==> src/rtl/conv3x3_stream.sv <==
// Streaming 3x3 convolution: two line buffers, 3x3 window, runtime signed kernel, 2-stage MAC pipeline.
// Optional CONV_SAT_EN clamps the signed sum to [0, 2^OUT_W-1]; without it the sum is truncated.

module conv3x3_stream #(
  parameter int IMG_W = 32,
  parameter int IMG_H = 25,
  parameter int PIX_W = 4,
  parameter int KW    = 5,
  parameter int OUT_W = 4
) (
  input  logic                     clk,
  input  logic                     rst_n,
  input  logic                     coef_we,
  input  logic [3:0]               coef_idx,
  input  logic signed [KW-1:0]     coef_data,
  input  logic                     in_valid,
  output logic                     in_ready,
  input  logic [PIX_W-1:0]         in_pix,
  output logic                     out_valid,
  input  logic                     out_ready,
  output logic [OUT_W-1:0]         out_pix,
  output logic [$clog2(IMG_H)-1:0] out_row,
  output logic [$clog2(IMG_W)-1:0] out_col,
  output logic                     frame_done,
  output logic                     busy
);

  localparam int RW    = $clog2(IMG_H);
  localparam int CW    = $clog2(IMG_W);
  localparam int PRD_W = PIX_W + 1 + KW;
  localparam int ACC_W = PIX_W + KW + 4;

  logic                     rdy_q;
  logic                     stall;
  logic                     accept;
  logic                     launch;
  logic                     last_pix;
  logic                     last_out;
  logic [RW-1:0]            row;
  logic [CW-1:0]            col;
  logic                     tail;
  logic                     nxt;
  logic [PIX_W-1:0]         lb1 [IMG_W];
  logic [PIX_W-1:0]         lb2 [IMG_W];
  logic [PIX_W-1:0]         win [9];
  logic signed [KW-1:0]     kern [9];
  logic                     v0;
  logic                     v1;
  logic [RW-1:0]            row0;
  logic [RW-1:0]            row1;
  logic [CW-1:0]            col0;
  logic [CW-1:0]            col1;
  logic signed [PRD_W-1:0]  prod [9];
  logic signed [ACC_W-1:0]  sum;
  logic [OUT_W-1:0]         res;

  assign stall    = out_valid && !out_ready;
  assign in_ready = rdy_q && !stall;
  assign accept   = in_valid && in_ready;
  assign launch   = accept && (row >= RW'(2)) && (col >= CW'(2));
  assign last_pix = (row == RW'(IMG_H-1)) && (col == CW'(IMG_W-1));
  assign last_out = out_valid && out_ready &&
                    (out_row == RW'(IMG_H-2)) && (out_col == CW'(IMG_W-2));

  // tail: last pixel of the frame taken, outputs still draining; nxt: next frame already started
  always_ff @(posedge clk or negedge rst_n) begin
    if (!rst_n) begin
      rdy_q      <= 1'b0;
      row        <= '0;
      col        <= '0;
      busy       <= 1'b0;
      tail       <= 1'b0;
      nxt        <= 1'b0;
      frame_done <= 1'b0;
    end else begin
      rdy_q      <= 1'b1;
      frame_done <= last_out;
      if (accept) begin
        if (col == CW'(IMG_W-1)) begin
          col <= '0;
          row <= (row == RW'(IMG_H-1)) ? '0 : row + RW'(1);
        end else begin
          col <= col + CW'(1);
        end
      end
      if (last_out) begin
        busy <= nxt || accept;
        nxt  <= 1'b0;
        tail <= 1'b0;
      end else begin
        if (accept)             busy <= 1'b1;
        if (accept && tail)     nxt  <= 1'b1;
        if (accept && last_pix) tail <= 1'b1;
      end
    end
  end

  always_ff @(posedge clk) begin
    if (accept) begin
      lb2[col] <= lb1[col];
      lb1[col] <= in_pix;
    end
  end

  always_ff @(posedge clk or negedge rst_n) begin
    if (!rst_n) begin
      for (int i = 0; i < 9; i++) begin
        win[i]  <= '0;
        kern[i] <= (i == 4) ? KW'(8) : {KW{1'b1}};
      end
    end else begin
      if (accept) begin
        win[0] <= win[1];
        win[1] <= win[2];
        win[2] <= lb2[col];
        win[3] <= win[4];
        win[4] <= win[5];
        win[5] <= lb1[col];
        win[6] <= win[7];
        win[7] <= win[8];
        win[8] <= in_pix;
      end
      if (coef_we && !busy) begin
        for (int i = 0; i < 9; i++) begin
          if (coef_idx == 4'(i)) kern[i] <= coef_data;
        end
      end
    end
  end

  always_comb begin
    sum = '0;
    for (int i = 0; i < 9; i++) sum = sum + ACC_W'(prod[i]);
  end

`ifdef CONV_SAT_EN
  localparam logic signed [ACC_W-1:0] OUT_MAX = ACC_W'((1 << OUT_W) - 1);

  always_comb begin
    res = sum[OUT_W-1:0];
    if (sum[ACC_W-1])       res = '0;
    else if (sum > OUT_MAX) res = '1;
  end
`else
  always_comb begin
    res = sum[OUT_W-1:0];
  end
`endif

  // Whole pipeline advances together; a stalled output freezes every stage behind it.
  always_ff @(posedge clk or negedge rst_n) begin
    if (!rst_n) begin
      v0        <= 1'b0;
      v1        <= 1'b0;
      row0      <= '0;
      col0      <= '0;
      row1      <= '0;
      col1      <= '0;
      out_valid <= 1'b0;
      out_pix   <= '0;
      out_row   <= '0;
      out_col   <= '0;
      for (int i = 0; i < 9; i++) prod[i] <= '0;
    end else if (!stall) begin
      v0 <= launch;
      if (launch) begin
        row0 <= row - RW'(1);
        col0 <= col - CW'(1);
      end
      v1   <= v0;
      row1 <= row0;
      col1 <= col0;
      for (int i = 0; i < 9; i++) begin
        prod[i] <= PRD_W'($signed({1'b0, win[i]})) * PRD_W'(kern[i]);
      end
      out_valid <= v1;
      if (v1) begin
        out_pix <= res;
        out_row <= row1;
        out_col <= col1;
      end
    end
  end

endmodule
==> config.mk <==
export PLATFORM = sky130hd
export DESIGN_NAME = conv3x3_stream
export DESIGN_NICKNAME = d
export VERILOG_FILES = /design/src/rtl/conv3x3_stream.sv
export SDC_FILE = /design/constraint.sdc
export NUM_CORES = 1
export LEC_CHECK = 0
export ABC_AREA = 1
export CAP_MARGIN = 20
export CORE_MARGIN = 8
export CORE_UTILIZATION = 50
export DETAILED_ROUTE_END_ITERATION = 10
export GPL_ROUTABILITY_DRIVEN = 1
export PLACE_DENSITY = 0.66
export SLEW_MARGIN = 15
export SYNTH_ARGS = -nofsm -noshare
export SYNTH_HDL_FRONTEND = slang
export SYNTH_SLANG_ARGS = --single-unit
==> constraint.sdc <==
create_clock -name clk -period 7.99 [get_ports clk]
set_clock_uncertainty 0.2 [all_clocks]
set_input_delay 2.397 -clock clk [delete_from_list [all_inputs] [get_ports clk]]
set_output_delay 2.397 -clock clk [all_outputs]
set_load 0.02 [all_outputs]
==> flow_metrics.py, run 1 <==
metrics = {
    "power": {
        "power.switching_fraction": 0.354,
        "p_clk_frac": 0.275,
        "power_report.internal_total_mw": 4.64,
        "power.static_leakage_nw": 8.63,
        "cellPowerDensity_nw_per_um2": 344,
        "p_switching_mw": 2.55,
        "power.share.sequential": 0.429,
        "ir_drop_mv": 0.247,
        "comb_power_share": 0.297,
    },
    "sta": {
        "period_share": 0.817,
        "final.min_clock_period_ps": 6530,
        "unrepaired_setup_endpoints_after_global_routing": "no",
        "report.final.slew_viol_count": 0,
        "tns_ps": 0,
        "fin_hold_ws_ps": 272,
        "timing.final.setup_violations": 0,
        "hold_viol_final": 0,
        "relSlewSlack": 0.391,
        "clock.fmax_mhz": 153,
        "tightestPinTransition_ps": 912,
    },
    "clock_tree": {
        "cts_resized": 0,
        "clock_insertion_delay_worst_skew_ps": 550,
        "cts.sinks": 416,
        "cts.htree.levels": 2,
        "root_buffer": "clkbuf_16",
        "clk_transition_reported_paths_ps": 60,
        "cts_inserted_buffers": 45,
        "clock_tree_from_tritoncts": "done",
        "ctsLongestPathBuffers": 3,
        "post-cts-setup-buffer-count": 0,
        "hold_fix_buffers_at_cts": 0,
    },
    "worst_setup_path": {
        "cp_slowest_cell": "clkdlybuf4s50_1",
        "path_cells": "clkdlybuf4s50_1 > nor2_2 > buf_4 > nor2_2 > clkdlybuf4s50_1",
        "rr_startpoint": "col[0]$_DFFE_PN0P_",
        "critPathLaunchType": "input port",
        "worst-setup-path-type": "in -> out",
        "critical_path.max_fanout": 34,
        "cp_data_required_time_ps": 5390,
        "r2r_end": "lb2[29][3]$_DFFE_PP_",
        "worst_ep_arrival_time_ps": 3930,
        "crit_path_max_incr_delay_ps": 620,
        "endpoint_kind": "primary output",
        "worst-r2r-cell-count": 9,
        "regToRegSetupSlack_ps": 3990,
    },
    "floorplan": {
        "floorplan.die_area_sq_um": 43800,
        "floorplan.initialDensity": 0.502,
        "die_height_um": 209,
        "core_sq_um": 37200,
        "die_width_um": 209,
        "std_cell_rows": 71,
        "pin_count": 36,
    },
    "detailed_routing": {
        "aggregate_routed_wire_length_um": 40900,
        "drtAntennaViolNets": 0,
        "wl_per_cell_um": 17.2,
        "detailedRoute.firstPassIterationCount": 6,
        "drtIter0Drc": 1051,
        "drc": 0,
        "detailroute.via_count": 12500,
        "vias_per_cell": 5.27,
    },
    "place": {
        "dp.final_hpwl_um": 26200,
        "routability_congestion": 0.864,
        "portBuffers": 34,
        "dpl.cell_count": 2289,
    },
    "finish": {
        "number_of_antenna_cells_inserted": 0,
        "num-fill-cells": 3175,
        "synth_to_final_area_change_pct": 11.7,
        "layout.cells.non_filler": 2373,
        "drive_gt1_frac": 0.0732,
        "final_nets": 1946,
    },
    "grt": {
        "grt_max_degree": 96,
        "first_global_vias": 12400,
        "antenna_violations_before_repair": 0,
        "globalRouteTotalUtil": 0.189,
        "grt_first_pass_wirelength_um": 66500,
        "overflow": 0,
    },
    "hold_path": {
        "worst_hold_path.endpoint": "out_pix[1]$_DFFE_PN0P_",
        "min_path_cells": 2,
        "hold_path.startpoint": "out_pix[1]$_DFFE_PN0P_",
        "timing.hold.worst.class": "reg -> reg",
    },
    "yosys": {
        "synth.yosys.seq_area_share": 0.628,
        "post_synth_num_cell_types": 33,
        "synth.avg_cell_area_sq_um": 10.2,
        "mappedNetlistArea_sq_um": 18700,
        "yosys_register_bits": 416,
        "mappedNetlistNets": 1911,
        "synth_warnings": 0,
        "synth_cells": 1828,
    },
    "flow_run": {
        "max_cap_violations": 0,
    },
    "status": {
        "run_status": "finished, final reports clean",
    },
}
## placed cells by master, fill, tap and decap left out, drive strengths merged, types with 5 or more instances in the layout
cell type	instances
nor3	11
nand3b	5
nand2	458
buf	21
edfxtp	256
o21ai	267
inv	156
nand3	20
clkbuf	65
fa	16
o22ai	26
ha	49
nor2	245
dfrtp	127
a21oi	13
xor2	41
clkinv	14
dfstp	33
xnor2	24
nand4	7
clkdlybuf4s50	33
## cells in the mapped netlist
library cell    n  share of area
nand2_1       458          0.092
edfxtp_1      256           0.41
nor2_1        241          0.048
o21ai_0       235          0.063
inv_1         151          0.030
dfrtp_1       127           0.17
ha_1           49          0.033
xor2_1         41          0.019
dfstp_2        33          0.046
o21ai_1        32         0.0086
clkbuf_1       26         0.0052
o22ai_1        26         0.0087
xnor2_1        24          0.011
buf_2          23         0.0062
nand3_1        19         0.0051
fa_1           16          0.017
a21oi_1        13         0.0035
buf_4          12         0.0048
nor3_1         11         0.0029
nand4_1         6         0.0020
inv_2           5         0.0010
nand3b_1        5         0.0020
buf_6           4         0.0024
or2_2           4         0.0013
nor2_2          3         0.0010
a21o_1          1        0.00040
buf_1           1        0.00020
conb_1          1        0.00020
nand3_2         1        0.00054
nand4_2         1        0.00067
nor2_4          1        0.00060
nor3b_1         1        0.00040
o211ai_1        1        0.00040
## logic make-up (layout without fill, tap and decap cells)
group,after synthesis,count (layout),share of synthesized area
AO/OA/AOI/OAI,308,308,0.0845
XOR/XNOR,65,65,0.0305
adder cells (fa/ha/maj),65,65,0.0499
buffers and inverters,222,293,0.0501
flip-flops,416,416,0.628
other,1,1,0.000201
AND/OR/NAND/NOR,751,751,0.157
## sequential cells by signal, summed over array words and instances (netlist names), 4 cells and up
register	flops
col1	5
lb2	128
lb1	128
row0	5
prod	36
col	5
col0	5
kern	36
win	36
out_pix	4
out_row	5
out_col	5
row	5
row1	5
## critical path, delay by kind of cell
| family | cells | cell delay [ps] |
|---|---|---|
| AND/OR/NAND/NOR | 2 | 190 |
| buffers and inverters | 3 | 1350 |
## area by class of cell
| type | instances | area [sq um] | area share |
|---|---|---|---|
| inverters | 156 | 587 | 0.0281 |
| clock inverters | 18 | 118 | 0.00563 |
| repair buffers | 54 | 512 | 0.0245 |
| flip-flops and latches | 416 | 11700 | 0.562 |
| well taps | 474 | 593 | 0.0284 |
| clock buffers | 65 | 1300 | 0.0624 |
| multi-input cells | 1190 | 6030 | 0.289 |
## power groups by stage
stage	logic, mW	registers [mW]	clock network, mW
after CTS	2.10	3.08	2.02
after global routing	2.39	3.12	2.10
after global placement	2.03	3.11	0
after floorplan	1.41	3.07	0
final	2.13	3.08	1.97
after detailed placement	2.09	3.12	0
## how the worst max path moves through the flow
stage	from	end	slack [ps]	depth (start not counted)
floorplan	out_ready	in_ready	2690	2
global placement	out_ready	in_ready	1450	5
detailed placement	out_ready	in_ready	1450	5
CTS	out_ready	in_ready	1450	5
global route	out_ready	in_ready	1380	5
finish	out_ready	in_ready	1460	5
## layer usage
| metal | global-route usage | vias up | routed length [um] |
|---|---|---|---|
| li1 | - | 6104 | - |
| met4 | 0.0649 | 0 | 1280 |
| met1 | 0.252 | 5980 | 17800 |
| met3 | 0.0316 | 89 | 2390 |
| met2 | 0.313 | 334 | 19400 |
| met5 | 0 | - | 0 |
## through the flow
stage | worst slack, ps | utilization | total power [mW] | area, sq um
after floorplan | 2690 | - | 4.47 | 18700
after detailed placement | 1450 | 0.522 | 5.21 | 19400
after global placement | 1450 | 0.522 | 5.14 | 19400
final | 1460 | 0.561 | 7.18 | 20900
after CTS | 1450 | 0.560 | 7.20 | 20900
after global routing | 1380 | 0.561 | 7.61 | 20900
No activity file was read; power rests on OpenSTA's default activity.
==> run 2: changes to the inputs <==
clock period = 6.6 ns   (was 7.99 ns; I/O delays follow)
==> flow_metrics.py, run 2 (synthesis results as in run 1) <==
metrics = {
    "status": {
        "run_status": "finished, final reports clean",
    },
    "detailed_routing": {
        "drc": 0,
        "detailroute.wirelength.met2_um": 18700,
        "maxUsedRoutingLayer": "met4",
        "detailroute.via_count": 12400,
        "drt-met1-wl_um": 17800,
        "met3_wirelength_um": 2450,
        "drtIter0Drc": 1134,
        "detailedRoute.firstPassIterationCount": 5,
        "wl_per_cell_um": 16.9,
        "drtAntennaViolNets": 0,
        "aggregate_routed_wire_length_um": 40200,
        "vias_per_cell": 5.21,
    },
    "sta": {
        "final.min_clock_period_ps": 5460,
        "clock.fmax_mhz": 183,
        "fin_hold_ws_ps": 274,
        "unrepaired_setup_endpoints_after_global_routing": "no",
        "tns_ps": 0,
        "report.final.slew_viol_count": 0,
        "relSlewSlack": 0.366,
        "tightestPinTransition_ps": 949,
        "hold_viol_final": 0,
        "timing.final.setup_violations": 0,
        "period_share": 0.828,
    },
    "grt": {
        "antenna_violations_before_repair": 0,
        "grt_first_pass_wirelength_um": 65200,
        "grt_max_degree": 68,
        "globalRouteTotalUtil": 0.186,
        "overflow": 0,
        "first_global_vias": 12000,
    },
    "clock_tree": {
        "cts_resized": 0,
        "clk_transition_reported_paths_ps": 60,
        "cts.sinks": 416,
        "root_buffer": "clkbuf_16",
        "clock_tree_from_tritoncts": "done",
        "hold_fix_buffers_at_cts": 0,
        "cts.htree.levels": 2,
        "clock_insertion_delay_worst_skew_ps": 570,
        "cts_inserted_buffers": 44,
        "ctsLongestPathBuffers": 3,
        "post-cts-setup-buffer-count": 0,
    },
    "floorplan": {
        "core_sq_um": 37200,
        "die_height_um": 209,
        "std_cell_rows": 71,
        "pin_count": 36,
        "floorplan.die_area_sq_um": 43800,
        "floorplan.initialDensity": 0.502,
        "die_width_um": 209,
    },
    "place": {
        "portBuffers": 34,
        "routability_congestion": 0.873,
        "dp.final_hpwl_um": 26000,
    },
    "worst_setup_path": {
        "worst-r2r-cell-count": 9,
        "cp_slowest_cell": "clkdlybuf4s50_1",
        "worst-setup-path-type": "in -> out",
        "critical_path.max_fanout": 2,
        "regToRegSetupSlack_ps": 2440,
        "r2r_end": "lb2[18][2]$_DFFE_PP_",
        "crit_buf_inv": 2,
        "endpoint_kind": "primary output",
        "timing.critical_path.max_delay_family": "buffers and inverters",
        "cp_data_required_time_ps": 4420,
        "crit_path_max_incr_delay_ps": 630,
        "rr_startpoint": "col[0]$_DFFE_PN0P_",
        "path_cells": "clkdlybuf4s50_1 > nor2_2 > nor2_2 > clkdlybuf4s50_1",
        "critPathLaunchType": "input port",
        "worst_ep_arrival_time_ps": 3280,
    },
    "finish": {
        "final_cell_mix": "nand2_1, edfxtp_1, nor2_1, o21ai_0, inv_1",
        "final_common_cell": "nand2_1",
        "drive_gt1_frac": 0.0732,
        "final_nets": 1948,
        "reg.largest.list": "lb1: 128 flops, lb2: 128 flops",
        "synth_to_final_area_change_pct": 11.5,
        "number_of_antenna_cells_inserted": 0,
    },
    "hold_path": {
        "min_path_cells": 2,
        "worst_hold_path.endpoint": "out_pix[1]$_DFFE_PN0P_",
        "timing.hold.worst.class": "reg -> reg",
        "hold_path.startpoint": "out_pix[1]$_DFFE_PN0P_",
    },
    "flow_run": {
        "max_cap_violations": 0,
    },
    "power": {
        "ir_drop_mv": 0.268,
        "power.static_leakage_nw": 8.63,
        "cellPowerDensity_nw_per_um2": 412,
    },
}
run 2: cell count changes in the layout (fill, tap and decap cells not counted), moves of 3 or more:
cell,previous run,this run
buf_4,19,22
clkinv_1,7,4
clkinv_2,7,11
clkinvlp_4,3,0
run 2: report_power, final:
group          internal, mW  switching (mW)
Clock                  1.37           0.995
Combinational         0.735            1.75
Sequential             3.44           0.301
run 2: worst max-delay path by stage:
stage	cells after the start	startpoint	endpoint	slack, ps
6_report	4	out_ready	in_ready	1140
5_1_grt	4	out_ready	in_ready	1080
4_1_cts	4	out_ready	in_ready	1130
3_5_place_dp	4	out_ready	in_ready	1130
3_3_place_gp	4	out_ready	in_ready	1160
2_1_floorplan	2	out_ready	in_ready	2130
run 2: layout make-up:
| class | instances | area [sq um] |
|---|---|---|
| fillers | 3161 | 16400 |
| flip-flops and latches | 416 | 11700 |
| multi-input cells | 1190 | 6020 |
| clock buffers | 64 | 1260 |
| well taps | 474 | 593 |
| inverters | 156 | 587 |
| repair buffers | 57 | 512 |
| clock inverters | 17 | 123 |
run 2: through the flow:
step / setup slack [ps] / instances / util / area [sq um] / power [mW]
after global placement: 1160 / 2291 / 0.522 / 19400 / 6.23
after floorplan: 2130 / 1828 / - / 18700 / 5.41
after CTS: 1130 / 2374 / 0.560 / 20800 / 8.66
final: 1140 / 2374 / 0.560 / 20800 / 8.59
after global routing: 1080 / 2374 / 0.560 / 20800 / 9.11
after detailed placement: 1130 / 2293 / 0.523 / 19500 / 6.29
run 2: worst reg2reg max path, delay by kind of cell, from the launching register on:
kind                   cells  cell delay [ps]
AND/OR/NAND/NOR            3              720
AO/OA/AOI/OAI              2              510
flip-flops                 1              690
buffers and inverters      4             1790
run 2: routing by layer:
metal / global-route usage / vias to the layer above
li1: - / 6101
met1: 0.252 / 5869
met3: 0.0331 / 82
met4: 0.0649 / 0
met2: 0.299 / 316
met5: 0 / -
==> run 3: changes to the inputs <==
clock period = 5.2 ns   (was 6.6 ns; I/O delays follow)
==> flow_metrics.py, run 3 (synthesis results as in run 1) <==
metrics = {
    "clock_tree": {
        "cts.htree.levels": 2,
        "ctsLongestPathBuffers": 3,
        "clock_insertion_delay_worst_skew_ps": 570,
        "post-cts-setup-buffer-count": 0,
        "cts_inserted_buffers": 45,
        "cts.sinks": 416,
        "clock_tree_from_tritoncts": "done",
        "hold_fix_buffers_at_cts": 0,
        "clk_transition_reported_paths_ps": 60,
        "cts_resized": 0,
        "root_buffer": "clkbuf_16",
    },
    "sta": {
        "hold_viol_final": 0,
        "unrepaired_setup_endpoints_after_global_routing": "no",
        "final.min_clock_period_ps": 4600,
        "period_share": 0.884,
        "clock.fmax_mhz": 218,
        "report.final.slew_viol_count": 0,
        "tightestPinTransition_ps": 824,
        "relSlewSlack": 0.448,
        "tns_ps": 0,
        "timing.final.setup_violations": 0,
    },
    "floorplan": {
        "floorplan.initialDensity": 0.502,
        "std_cell_rows": 71,
        "die_width_um": 209,
        "core_sq_um": 37200,
        "die_height_um": 209,
        "pin_count": 36,
        "floorplan.die_area_sq_um": 43800,
    },
    "worst_setup_path": {
        "regToRegSetupSlack_ps": 1220,
        "endpoint_kind": "primary output",
        "cp_data_required_time_ps": 3440,
        "critical_path.max_fanout": 2,
        "worst-setup-path-type": "in -> out",
        "rr_startpoint": "prod[2]$_DFFE_PN0N_",
        "worst_ep_arrival_time_ps": 2840,
        "origin_of_the_worst_setup_path": "out_ready",
        "critPathLaunchType": "input port",
        "r2r_end": "out_pix[3]$_DFFE_PN0P_",
        "critical_path.endpoint": "in_ready",
        "worst-r2r-cell-count": 22,
    },
    "finish": {
        "reg.largest.list": "lb1: 128 flops, lb2: 128 flops",
        "area.sequential_sq_um": 11700,
        "final_cell_mix": "nand2_1, edfxtp_1, nor2_1, o21ai_0, inv_1",
        "final_common_cell": "nand2_1",
        "number_of_antenna_cells_inserted": 0,
        "multi_input_area_sq_um": 6020,
        "final_nets": 1954,
        "layout.cells.non_filler": 2377,
        "num-fill-cells": 3175,
        "synth_to_final_area_change_pct": 11.9,
        "drive_gt1_frac": 0.0746,
        "finish.instance_area_sq_um": 20900,
    },
    "grt": {
        "first_global_vias": 12300,
        "globalRouteTotalUtil": 0.191,
        "overflow": 0,
        "grt_max_degree": 97,
        "antenna_violations_before_repair": 0,
        "grt_first_pass_wirelength_um": 67000,
    },
    "place": {
        "dp.final_hpwl_um": 26300,
        "routability_congestion": 0.837,
        "place_area_sq_um": 19500,
        "dpl.cell_count": 2298,
        "portBuffers": 34,
    },
    "detailed_routing": {
        "vias_per_cell": 5.24,
        "detailroute.via_count": 12500,
        "wl_per_cell_um": 17.3,
        "detailedRoute.firstPassIterationCount": 5,
        "drtIter0Drc": 1037,
        "aggregate_routed_wire_length_um": 41200,
        "drtAntennaViolNets": 0,
        "drc": 0,
    },
    "status": {
        "run_status": "finished, final reports clean",
    },
    "hold_path": {
        "timing.hold.worst.class": "reg -> reg",
        "hold_path.startpoint": "out_pix[0]$_DFFE_PN0P_",
    },
    "power": {
        "power.static_leakage_nw": 8.65,
        "cellPowerDensity_nw_per_um2": 526,
        "ir_drop_mv": 0.335,
        "power.total_mw": 11.0,
    },
    "flow_run": {
        "max_cap_violations": 0,
    },
}
==> run 3: cell count changes in the layout (fill, tap and decap cells not counted), sizes merged <==
cell,delta
clkinv,-4
clkinvlp,+2
inv,-1
buf,+5
bufinv,+1
==> run 3: power breakdown <==
group / leakage [nW] / internal [mW] / switching (mW)
sequential: 4.28 / 4.35 / 0.374
clock: 0.681 / 1.79 / 1.26
combinational: 3.69 / 0.976 / 2.25
total: 8.65 / 7.12 / 3.88
==> run 3: per-stage QoR <==
step / utilization / hold slack (ps) / worst slack, ps
2_1_floorplan: - / 232 / 1450
3_3_place_gp: 0.524 / 251 / 614
3_5_place_dp: 0.524 / 251 / 599
4_1_cts: 0.562 / 265 / 591
5_1_grt: 0.562 / 298 / 542
6_report: 0.562 / 267 / 604
==> run 3: area by class of cell <==
class / instances / share of cell area
multi-input cells: 1190 / 0.288
repair buffers: 62 / 0.0270
inverters: 156 / 0.0281
clock inverters: 15 / 0.00646
well taps: 474 / 0.0284
clock buffers: 64 / 0.0607
flip-flops and latches: 416 / 0.561
==> run 3: how the worst min path moves through the flow <==
stage,slack (ps),cells past startpoint,end
CTS,260,2,out_valid$_DFFE_PN0N_
floorplan,230,2,out_valid$_DFFE_PN0N_
global route,300,2,out_valid$_DFFE_PN0N_
finish,270,2,out_pix[0]$_DFFE_PN0P_
global placement,250,2,out_valid$_DFFE_PN0N_
detailed placement,250,2,out_valid$_DFFE_PN0N_
==> run 3: per-layer routing <==
metal	GRT usage	vias to the layer above	part of all wire
met2	0.312	319	0.47
met4	0.0646	0	0.025
met1	0.259	5967	0.44
li1	-	6117	-
met3	0.0319	62	0.058
met5	0	-	0
==> run 3: worst max-delay path: stages <==
cell	delay, ps
clkdlybuf4s50_1	490
nor2_2	60
nor2_2	100
clkdlybuf4s50_1	620
